`config.mk`:
```
export PLATFORM = sky130hd
export DESIGN_NAME = apb2apb_bridge
export DESIGN_NICKNAME = d
export VERILOG_FILES = /design/src/rtl/apb_bridge_pkg.sv /design/src/rtl/apb_slot_decode.sv /design/src/rtl/apb2apb_bridge.sv
export SDC_FILE = /design/constraint.sdc
export NUM_CORES = 1
export LEC_CHECK = 0
export CORE_AREA = 2 2 281 283
export DETAILED_ROUTE_END_ITERATION = 16
export DIE_AREA = 0 0 283 285
export MAX_ROUTING_LAYER = met4
export SETUP_SLACK_MARGIN = 0.2
export SLEW_MARGIN = 0
export SYNTH_ARGS = -nofsm -noshare
export SYNTH_HDL_FRONTEND = slang
export SYNTH_SLANG_ARGS = --single-unit
```
`constraint.sdc`:
```
create_clock -name PCLK -period 4.4 [get_ports PCLK]
set_clock_uncertainty 0.1 [all_clocks]
set_input_delay 0.88 -clock PCLK [delete_from_list [all_inputs] [get_ports PCLK]]
set_output_delay 0.88 -clock PCLK [all_outputs]
set_load 0.05 [all_outputs]
```
`src/rtl/apb_bridge_pkg.sv`:
```
// Shared types and default parameter values for the APB-to-APB bridge.
package apb_bridge_pkg;

   localparam int SLOT_W      = 4;
   localparam int NSLOT_DEF   = 16;
   localparam int ADDR_W_DEF  = 32;
   localparam int DATA_W_DEF  = 32;
   localparam int SEL_LSB_DEF = 24;
   localparam int TIMEOUT_DEF = 255;

   typedef enum logic [1:0] {
      ST_IDLE   = 2'd0,
      ST_SETUP  = 2'd1,
      ST_ACCESS = 2'd2,
      ST_RESP   = 2'd3
   } bridge_state_e;

endpackage

```
`src/rtl/apb_slot_decode.sv`:
```
// Slot index to one-hot downstream select; flags indices at or above NSLOT.
module apb_slot_decode
   import apb_bridge_pkg::*;
#(
   parameter int NSLOT = NSLOT_DEF
)(
   input  logic [SLOT_W-1:0] slot,
   output logic [NSLOT-1:0]  sel_onehot,
   output logic              unmapped
);

   always_comb begin
      sel_onehot = '0;
      unmapped   = 1'b1;
      for (int i = 0; i < NSLOT; i++) begin
         if (slot == SLOT_W'(i)) begin
            sel_onehot[i] = 1'b1;
            unmapped      = 1'b0;
         end
      end
   end

endmodule

```
`src/rtl/apb2apb_bridge.sv`:
```
// Single-clock APB-to-APB bridge fanning one upstream port out to NSLOT slots.
// Optional access-phase timeout enabled by defining APB2APB_BRIDGE_TIMEOUT_EN.
//
//   state     | meaning
//   ST_IDLE   | waiting for an upstream setup phase
//   ST_SETUP  | downstream setup phase, PSEL_S asserted
//   ST_ACCESS | downstream access phase, waiting for slot PREADY_S
//   ST_RESP   | one-cycle upstream completion with latched data/error
module apb2apb_bridge
   import apb_bridge_pkg::*;
#(
   parameter int NSLOT   = NSLOT_DEF,
   parameter int ADDR_W  = ADDR_W_DEF,
   parameter int DATA_W  = DATA_W_DEF,
   parameter int SEL_LSB = SEL_LSB_DEF,
   parameter int TIMEOUT = TIMEOUT_DEF
)(
   input  logic                    PCLK,
   input  logic                    PRESET,
   input  logic                    PSEL_M,
   input  logic                    PENABLE_M,
   input  logic [ADDR_W-1:0]       PADDR_M,
   input  logic                    PWRITE_M,
   input  logic [DATA_W-1:0]       PWDATA_M,
   output logic [DATA_W-1:0]       PRDATA_M,
   output logic                    PREADY_M,
   output logic                    PSLVERR_M,
   output logic [NSLOT-1:0]        PSEL_S,
   output logic                    PENABLE_S,
   output logic                    PWRITE_S,
   output logic [ADDR_W-1:0]       PADDR_S,
   output logic [DATA_W-1:0]       PWDATA_S,
   input  logic [NSLOT*DATA_W-1:0] PRDATA_S,
   input  logic [NSLOT-1:0]        PREADY_S,
   input  logic [NSLOT-1:0]        PSLVERR_S
);

   if (NSLOT < 1 || NSLOT > 16) begin : g_bad_nslot
      $error("apb2apb_bridge: NSLOT must be 1..16");
   end
   if (TIMEOUT < 1 || TIMEOUT > 255) begin : g_bad_timeout
      $error("apb2apb_bridge: TIMEOUT must be 1..255");
   end
   if (SEL_LSB + SLOT_W > ADDR_W) begin : g_bad_sel_lsb
      $error("apb2apb_bridge: slot field exceeds ADDR_W");
   end

   bridge_state_e      state_q, state_d;
   logic [ADDR_W-1:0]  addr_q;
   logic [DATA_W-1:0]  wdata_q, rdata_q, rdata_sel;
   logic               write_q, err_q;
   logic [NSLOT-1:0]   sel_q, sel_dec;
   logic               unmapped, start, rdy_sel, err_sel, timeout_hit, dn_active;

   assign start = PSEL_M && !PENABLE_M;

   apb_slot_decode #(.NSLOT(NSLOT)) u_slot_decode (
      .slot       (PADDR_M[SEL_LSB +: SLOT_W]),
      .sel_onehot (sel_dec),
      .unmapped   (unmapped)
   );

   // Slot response muxing goes through the captured one-hot select, so no
   // out-of-range index is possible when NSLOT < 16.
   assign rdy_sel = |(PREADY_S & sel_q);
   assign err_sel = |(PSLVERR_S & sel_q);

   always_comb begin
      rdata_sel = '0;
      for (int i = 0; i < NSLOT; i++) begin
         if (sel_q[i]) rdata_sel = rdata_sel | PRDATA_S[i*DATA_W +: DATA_W];
      end
   end

`ifdef APB2APB_BRIDGE_TIMEOUT_EN
   localparam logic [7:0] TO_LIM = 8'(TIMEOUT);
   logic [7:0] cnt_q;

   always_ff @(posedge PCLK) begin
      if (PRESET)                      cnt_q <= '0;
      else if (state_q == ST_SETUP)    cnt_q <= '0;
      else if (state_q == ST_ACCESS)   cnt_q <= cnt_q + 8'd1;
      else                             cnt_q <= '0;
   end

   // cnt_q + 1 is the number of access cycles including the current one.
   assign timeout_hit = (state_q == ST_ACCESS) && !rdy_sel && (cnt_q + 8'd1 == TO_LIM);
`else
   assign timeout_hit = 1'b0;
`endif

   always_ff @(posedge PCLK) begin
      if (PRESET) state_q <= ST_IDLE;
      else        state_q <= state_d;
   end

   always_comb begin
      state_d = state_q;
      case (state_q)
         ST_IDLE:   if (start) state_d = unmapped ? ST_RESP : ST_SETUP;
         ST_SETUP:  state_d = ST_ACCESS;
         ST_ACCESS: if (rdy_sel || timeout_hit) state_d = ST_RESP;
         ST_RESP:   state_d = ST_IDLE;
         default:   state_d = ST_IDLE;
      endcase
   end

   always_ff @(posedge PCLK) begin
      if (PRESET) begin
         addr_q  <= '0;
         wdata_q <= '0;
         write_q <= 1'b0;
         sel_q   <= '0;
         rdata_q <= '0;
         err_q   <= 1'b0;
      end else begin
         case (state_q)
            ST_IDLE: begin
               if (start) begin
                  addr_q  <= PADDR_M;
                  wdata_q <= PWDATA_M;
                  write_q <= PWRITE_M;
                  sel_q   <= unmapped ? '0 : sel_dec;
                  rdata_q <= '0;
                  err_q   <= unmapped;
               end
            end
            ST_ACCESS: begin
               if (rdy_sel) begin
                  rdata_q <= write_q ? '0 : rdata_sel;
                  err_q   <= err_sel;
               end else if (timeout_hit) begin
                  rdata_q <= '0;
                  err_q   <= 1'b1;
               end
            end
            ST_RESP: begin
               addr_q  <= '0;
               wdata_q <= '0;
               write_q <= 1'b0;
               sel_q   <= '0;
               rdata_q <= '0;
               err_q   <= 1'b0;
            end
            default: ;
         endcase
      end
   end

   always_comb begin
      dn_active = (state_q == ST_SETUP) || (state_q == ST_ACCESS);
      PSEL_S    = dn_active ? sel_q : '0;
      PENABLE_S = (state_q == ST_ACCESS);
      PWRITE_S  = dn_active && write_q;
      PADDR_S   = dn_active ? addr_q : '0;
      PWDATA_S  = dn_active ? wdata_q : '0;
      PREADY_M  = (state_q == ST_RESP);
      PRDATA_M  = (state_q == ST_RESP) ? rdata_q : '0;
      PSLVERR_M = (state_q == ST_RESP) && err_q;
   end

endmodule

```
==> results of run 1 <==
[worst reg2reg max path, cell delays in order, from the launching register on]
cell and delay [ps]:
sky130_fd_sc_hd__dfxtp_2 790, sky130_fd_sc_hd__buf_4 530, sky130_fd_sc_hd__a22oi_1 190, sky130_fd_sc_hd__nand3_1 290
sky130_fd_sc_hd__o31ai_4 130, sky130_fd_sc_hd__nor2_4 150, sky130_fd_sc_hd__buf_12 280, sky130_fd_sc_hd__mux2i_1 330
[power by group]
group	leakage [uW]	switching [uW]	total, uW	internal (uW)
Combinational	0.00461	804	1610	803
Sequential	0.000953	78.9	1220	1140
Clock	0.000296	718	1580	864
Total	0.00585	1600	4410	2810
[sequential cells by signal (all words and copies together), names as in the netlist]
register,count
err_q,1
wdata_q,32
sel_q,16
state_q,2
write_q,1
rdata_q,32
addr_q,32
[cells in the mapped netlist (all sizes together)]
master,number,area [um^2]
and2,114,713
nor3,1,5.00
or3b,1,8.76
mux2i,32,320
a22oi,178,1340
inv,3,11.3
nand3,47,235
a22o,46,403
nand2b,36,225
o21ai,35,179
buf,25,145
ha,4,50.1
dfxtp,116,2320
nor2,4,17.5
o31ai,1,21.3
o32ai,1,8.76
nand4,23,144
or4,2,15.0
nor2b,1,6.26
nor3b,1,7.51
a222oi,1,10.0
clkbuf,95,357
nand2,88,330
or3,13,81.3
o21a,1,7.51
a21oi,82,410
a221oi,47,412
nand3b,64,480
[worst paths after layout]
path	startpoint	end	slack, ps
setup / recovery	state_q[1]	PSEL_S[8]	490
hold / removal	addr_q[16]	addr_q[16]	350
setup reg to reg	sel_q[4]	rdata_q[20]	1520
hold reg to reg	addr_q[16]	addr_q[16]	350
[metal layers]
metal	GRT usage, %	vias up
met5	-	-
met4	6.26	0
met3	8.06	93
met2	34.2	821
met1	25.0	5882
li1	-	5416
[area by class of cell]
type                    instances  share of cell area [%]
clock inverters                15                    1.05
multi-input cells             823                    31.3
repair buffers                765                    43.7
clock buffers                  17                    2.43
well taps                    1050                    7.52
flip-flops and latches        116                    13.4
inverters                       3                  0.0644
diodes                         34                   0.487
[kinds of logic (layout without fill, tap and decap cells)]
logic type               after synthesis  after routing  synth area share (%)
flip-flops                           116            116                  28.1
AND/OR/NAND/NOR                      395            395                  27.5
adder cells (fa/ha/maj)                4              4                 0.606
multiplexers                          32             32                  3.88
buffers and inverters                123            800                  6.21
other                                  0             34                     0
AO/OA/AOI/OAI                        392            392                  33.7
[stage by stage]
stage	cells	cell area, um^2	util (%)
floorplan	1062	8260	-
global placement	2757	16800	21.5
detailed placement	2757	16800	21.5
CTS	2789	17400	22.3
global route	2820	17500	22.4
finish	2823	17500	22.4
==> reports/results.md, run 1 <==
Routing
* 8870 um — Routed met3 length
* 0 — antenna-violating nets left
* 946 — DRC violation total after the first TritonRoute iteration
* 6 — detailed-routing iteration count for the pre-antenna-repair pass
* 39800 um — met2 WL
* 30.7 um — average wire per standard cell
* met4 — uppermost layer routed
* 0 — number of remaining DRC errors
* 35600 um — total routed wire length on the met1 layer
* 86700 um — overall routed net length
* 4.33 — detail-routed via count per cell
* 12200 — routed vias

Setup path
* reg2out — Worst Setup Path Type
* 7 — Register-to-Register Path Depth
* 32 — maximum fanout count along the critical path
* 810 ps — largest incremental delay on the critical path
* output pin — Worst setup EP type
* 5 — stages on the worst setup path
* 3420 ps — data required time at the worst endpoint
* 2930 ps — critical path data arrival time
* flop — startpoint class of the critical path
* sky130_fd_sc_hd__clkdlybuf4s50_1 — slowest library cell on the worst path
* inv_1, ha_2, buf_12, and2_1, clkdlybuf4s50_1 — critical-path cell list
* buffers and inverters — category of cells accounting for the largest share of critical-path delay
* 3 — combined buffer and inverter count along the critical path

Timing
* 3910 ps — post-layout min period
* 493 ps — final setup margin
* 88.8% — Final Cycle Share
* 0 — endpoints failing hold
* no — RSZ-0062 raised after global routing
* 0 — Setup-failing EPs final
* 30.6% — worst slew margin relative to its limit
* 1040 ps — transition at the pin with the smallest max-transition slack
* 0 — fin. max-slew vios
* 348 ps — tightest hold margin
* 0 ps — Final TNS setup
* 256 MHz — maximum frequency from static timing analysis

Final layout
* 2343 — final-stage net count
* 112% — Area growth syn-to-layout
* sky130_fd_sc_hd__clkdlybuf4s50_1, sky130_fd_sc_hd__a22oi_1, sky130_fd_sc_hd__and2_1 — top library cells by usage in the layout, fill and taps aside
* 5470 um^2 — area of the multi-input gates
* sky130_fd_sc_hd__clkdlybuf4s50_1 — most common library cell in the layout ignoring fill and taps
* 5.64% — share of final-layout standard cells stronger than drive strength 1
* 8615 — count of filler cells inserted in the layout
* 2340 um^2 — sequential standard cell area

Placed design
* 69300 um — detailed placement HPWL
* 999 ps — worst slack at placement
* 0.904 — RD Place Congestion
* 728 — count of input and output buffers

Power and ir drop
* 0.00585 uW — static leakage
* 0.192 mV — maximum ir drop on the vdd rail
* 4410 uW — Overall Power
* 252 nW/um^2 — total power density per cell area

GRT
* 52 — number of antenna violations at the first check in global routing
* 67 — pin count of the biggest net entering global routing
* 113000 um — first-pass GRT wire length
* 0 — Remaining Overflow, GRT
* 12300 — number of global-route vias before repair
* 21.4% — Tot GR Track Use

Yosys
* 0 — number of warnings issued by yosys
* 7.78 um^2 — Avg Cell Area, Syn
* 32 — Unique masters post-synth
* 1679 — Net Count, Synth
* 1062 — post-synthesis instance total
* 28.1% — share of synthesized area occupied by flip-flops and latches
* 116 — flip-flop and latch count after synthesis
* 8260 um^2 — post-synth design cell area

Status
* complete, no violations — result of the run

Die
* 285 um — die height
* 729 — number of top-level design ports
* 78000 um^2 — Core Footprint
* 10.6% — starting utilization of the core area
* 103 — standard-cell rows
* 283 um — chip width
* 80700 um^2 — Die ar.

Clock network
* 116 — number of sinks on the clock net
* 0 — hold buffer count at cts
* sky130_fd_sc_hd__clkbuf_16 — root buf cell
* 4 — level count of the clock H-tree
* 70 ps — Reg clk slew, reported paths
* 480 ps — Worst-Skew Late Latency
* built — TritonCTS clock tree
* 2 — number of buffers between clock root and the deepest sink
* 17 — TritonCTS buffer count
* 0 — post-cts gate resize count
* 0 — post-CTS setup buffer count

Worst hold path
* 2 — number of stages on the worst hold path
* reg2reg — worst hold-check path type

Run
* 0 — Max-cap violations

No activity file was read; power rests on OpenSTA's default activity.
==> run 2, diff against run 1 <==
- CORE_AREA: 2 2 281 283 -> 2 2 285 287
- DIE_AREA: 0 0 283 285 -> 0 0 287 289
- clock period: 4.4 -> 3.6 ns (I/O delays scaled with it)
==> run 2 against run 1 <==
Global-route usage decreased by 0.17 points. Sequential power increased by 20%. Routed wire length increased by 2.3%.
==> reports/results.md, run 2 (synthesis results as in run 1) <==
Run
* 0 — Max-cap violations, unchanged

Placed design
* 728 — count of input and output buffers, unchanged
* 0.937 — RD Place Congestion, +3.6%
* 71400 um — detailed placement HPWL, +3.0%
* 465 ps — worst slack at placement, -534 ps
* 16900 um^2 — post-placement cell area, +0.41%

Timing
* 889 ps — transition at the pin with the smallest max-transition slack, -153 ps
* 40.5% — worst slew margin relative to its limit, +10 points
* 0 — fin. max-slew vios, unchanged
* 3290 ps — post-layout min period
* 0 ps — Final TNS setup, unchanged
* no — RSZ-0062 raised after global routing
* 304 MHz — maximum frequency from static timing analysis
* 313 ps — final setup margin, -180 ps
* 0 — Setup-failing EPs final, unchanged
* 0 — endpoints failing hold, unchanged
* 91.3% — Final Cycle Share

Final layout
* addr_q (32), rdata_q (32), wdata_q (32) — largest registers
* 7.67% — share of final-layout standard cells stronger than drive strength 1, +2.0 points
* 17500 um^2 — Final Instance Area, +0.25%
* sky130_fd_sc_hd__clkdlybuf4s50_1 — most common library cell in the layout ignoring fill and taps
* 112% — Area growth syn-to-layout
* sky130_fd_sc_hd__clkdlybuf4s50_1, sky130_fd_sc_hd__a22oi_1, sky130_fd_sc_hd__and2_1 — top library cells by usage in the layout, fill and taps aside
* 2363 — final-stage net count, +0.85%
* 8876 — count of filler cells inserted in the layout, +3.0%

Clock network
* 470 ps — Worst-Skew Late Latency, about the same
* sky130_fd_sc_hd__clkbuf_16 — root buf cell
* 17 — TritonCTS buffer count, unchanged
* 70 ps — Reg clk slew, reported paths, about the same
* built — TritonCTS clock tree
* 116 — number of sinks on the clock net, unchanged
* 4 — level count of the clock H-tree, unchanged
* 2 — number of buffers between clock root and the deepest sink, unchanged

Power and ir drop
* 1900 uW — switching power total, +19%
* 0.00627 uW — static leakage, +7.2%
* 295 nW/um^2 — total power density per cell area, +17%
* 0.300 mV — maximum ir drop on the vdd rail, +56%
* 3270 uW — internal cell power, +17%
* 36.8% — fraction of power spent switching nets, +0.43 points
* 33.6% — clock group share of total power, -2.3 points
* 37.9% — Comb power frac, +1.4 points
* 28.5% — sequential cell fraction of total power, +0.9 points

Setup path
* 550 ps — largest incremental delay on the critical path, -260 ps
* state_q[1] — beginning of the critical path
* output pin — Worst setup EP type
* sel_q[14] — Worst R2R Start
* 2470 ps — critical path data arrival time, -460 ps
* flop — startpoint class of the critical path
* 2780 ps — data required time at the worst endpoint, -640 ps
* sky130_fd_sc_hd__dlygate4sd2_1 — slowest library cell on the worst path
* inv_1, ha_2, buf_12, and2_1, dlygate4sd2_1 — critical-path cell list
* 82 — maximum fanout count along the critical path, +160%
* reg2out — Worst Setup Path Type

Routing
* 88700 um — overall routed net length, +2.3%
* 4.27 — detail-routed via count per cell, -1.3%
* 0 — number of remaining DRC errors, unchanged
* 5 — detailed-routing iteration count for the pre-antenna-repair pass, -1
* 986 — DRC violation total after the first TritonRoute iteration, +4.2%
* 0 — antenna-violating nets left, unchanged
* 30.9 um — average wire per standard cell, +0.59%
* 12300 — routed vias, +0.35%

GRT
* 21.3% — Tot GR Track Use, -0.17 points
* 83 — pin count of the biggest net entering global routing, +24%
* 12300 — number of global-route vias before repair, -0.24%
* 0 — Remaining Overflow, GRT, unchanged
* 74 — number of antenna violations at the first check in global routing, +42%
* 113000 um — first-pass GRT wire length, about the same

Worst hold path
* wdata_q[17] — startpoint of the lowest-slack hold path
* reg2reg — worst hold-check path type

Die
* 289 um — die height, +1.4%
* 729 — number of top-level design ports, unchanged
* 79900 um^2 — Core Footprint, +2.5%
* 10.3% — starting utilization of the core area, -0.26 points
* 82900 um^2 — Die ar., +2.8%
* 104 — standard-cell rows, +0.97%
* 287 um — chip width, +1.4%

Status
* complete, no violations — result of the run

run 2: cell types whose count changed in the layout (fill, tap and decap cells not counted), sizes merged:
cell and change:
dlygate4sd2 +65, bufinv -2, diode +17, clkbuf +2, inv -3, clkdlybuf4s50 -83, clkinvlp +1, buf +38
clkinv +2
run 2: final cells by class:
class | count | area, um^2 | area share, %
Antenna cell | 51 | 128 | 0.728
Clock buffer | 19 | 443 | 2.53
Clock inverter | 13 | 113 | 0.643
Inverter | 3 | 11.3 | 0.0643
Multi-Input combinational cell | 823 | 5470 | 31.2
Sequential cell | 116 | 2340 | 13.4
Tap cell | 1060 | 1330 | 7.57
Timing Repair Buffer | 785 | 7690 | 43.9
run 2: worst max-delay path, delay by kind of cell (launching register included):
family	cells	cell delay, ps
DFF	1	440
and+or+nand+nor	1	190
adders and majority gates	1	350
buffers and inverters	3	910
run 2: what timing repair did:
| item | CTS | global route |
|---|---|---|
| hold buffers | 0 | 0 |
| setup buffers | 4 | 0 |
| resized for setup | 65 | 0 |
| setup endpoints to repair | 94 | 0 |
run 2: path summary, 6_finish.rpt:
| kind | to | cells past startpoint | slack, ps |
|---|---|---|---|
| worst min register to register | wdata_q[17] | 2 | 350 |
| worst max-delay path | PSEL_S[12] | 5 | 310 |
| worst max register to register | rdata_q[11] | 6 | 1000 |
| worst min-delay path | wdata_q[17] | 2 | 350 |
run 2: per-layer routing:
| layer | track usage (%) | part of all wire [%] |
|---|---|---|
| met1 | 23.9 | 40 |
| met2 | 33.4 | 45 |
| met3 | 9.69 | 11 |
| met4 | 7.04 | 3.2 |
| met5 | - | 0 |
run 2: per-stage QoR:
| stage | util, % | hold slack (ps) | total power [uW] | instances |
|---|---|---|---|---|
| after global routing | 21.9 | 362 | 5420 | 2867 |
| after detailed placement | 21.1 | 342 | 3500 | 2783 |
| final | 21.9 | 346 | 5180 | 2870 |
| after global placement | 21.1 | 333 | 3490 | 2783 |
| after CTS | 21.8 | 349 | 5280 | 2819 |
| after floorplan | - | 327 | 2270 | 1062 |
run 2: power by group through the flow:
| stage | registers [uW] | logic (uW) | clock network (uW) |
|---|---|---|---|
| floorplan | 1450 | 818 | 0 |
| global placement | 1500 | 1990 | 0 |
| detailed placement | 1500 | 1990 | 0 |
| CTS | 1480 | 1980 | 1820 |
| global route | 1480 | 2080 | 1850 |
| finish | 1470 | 1960 | 1740 |
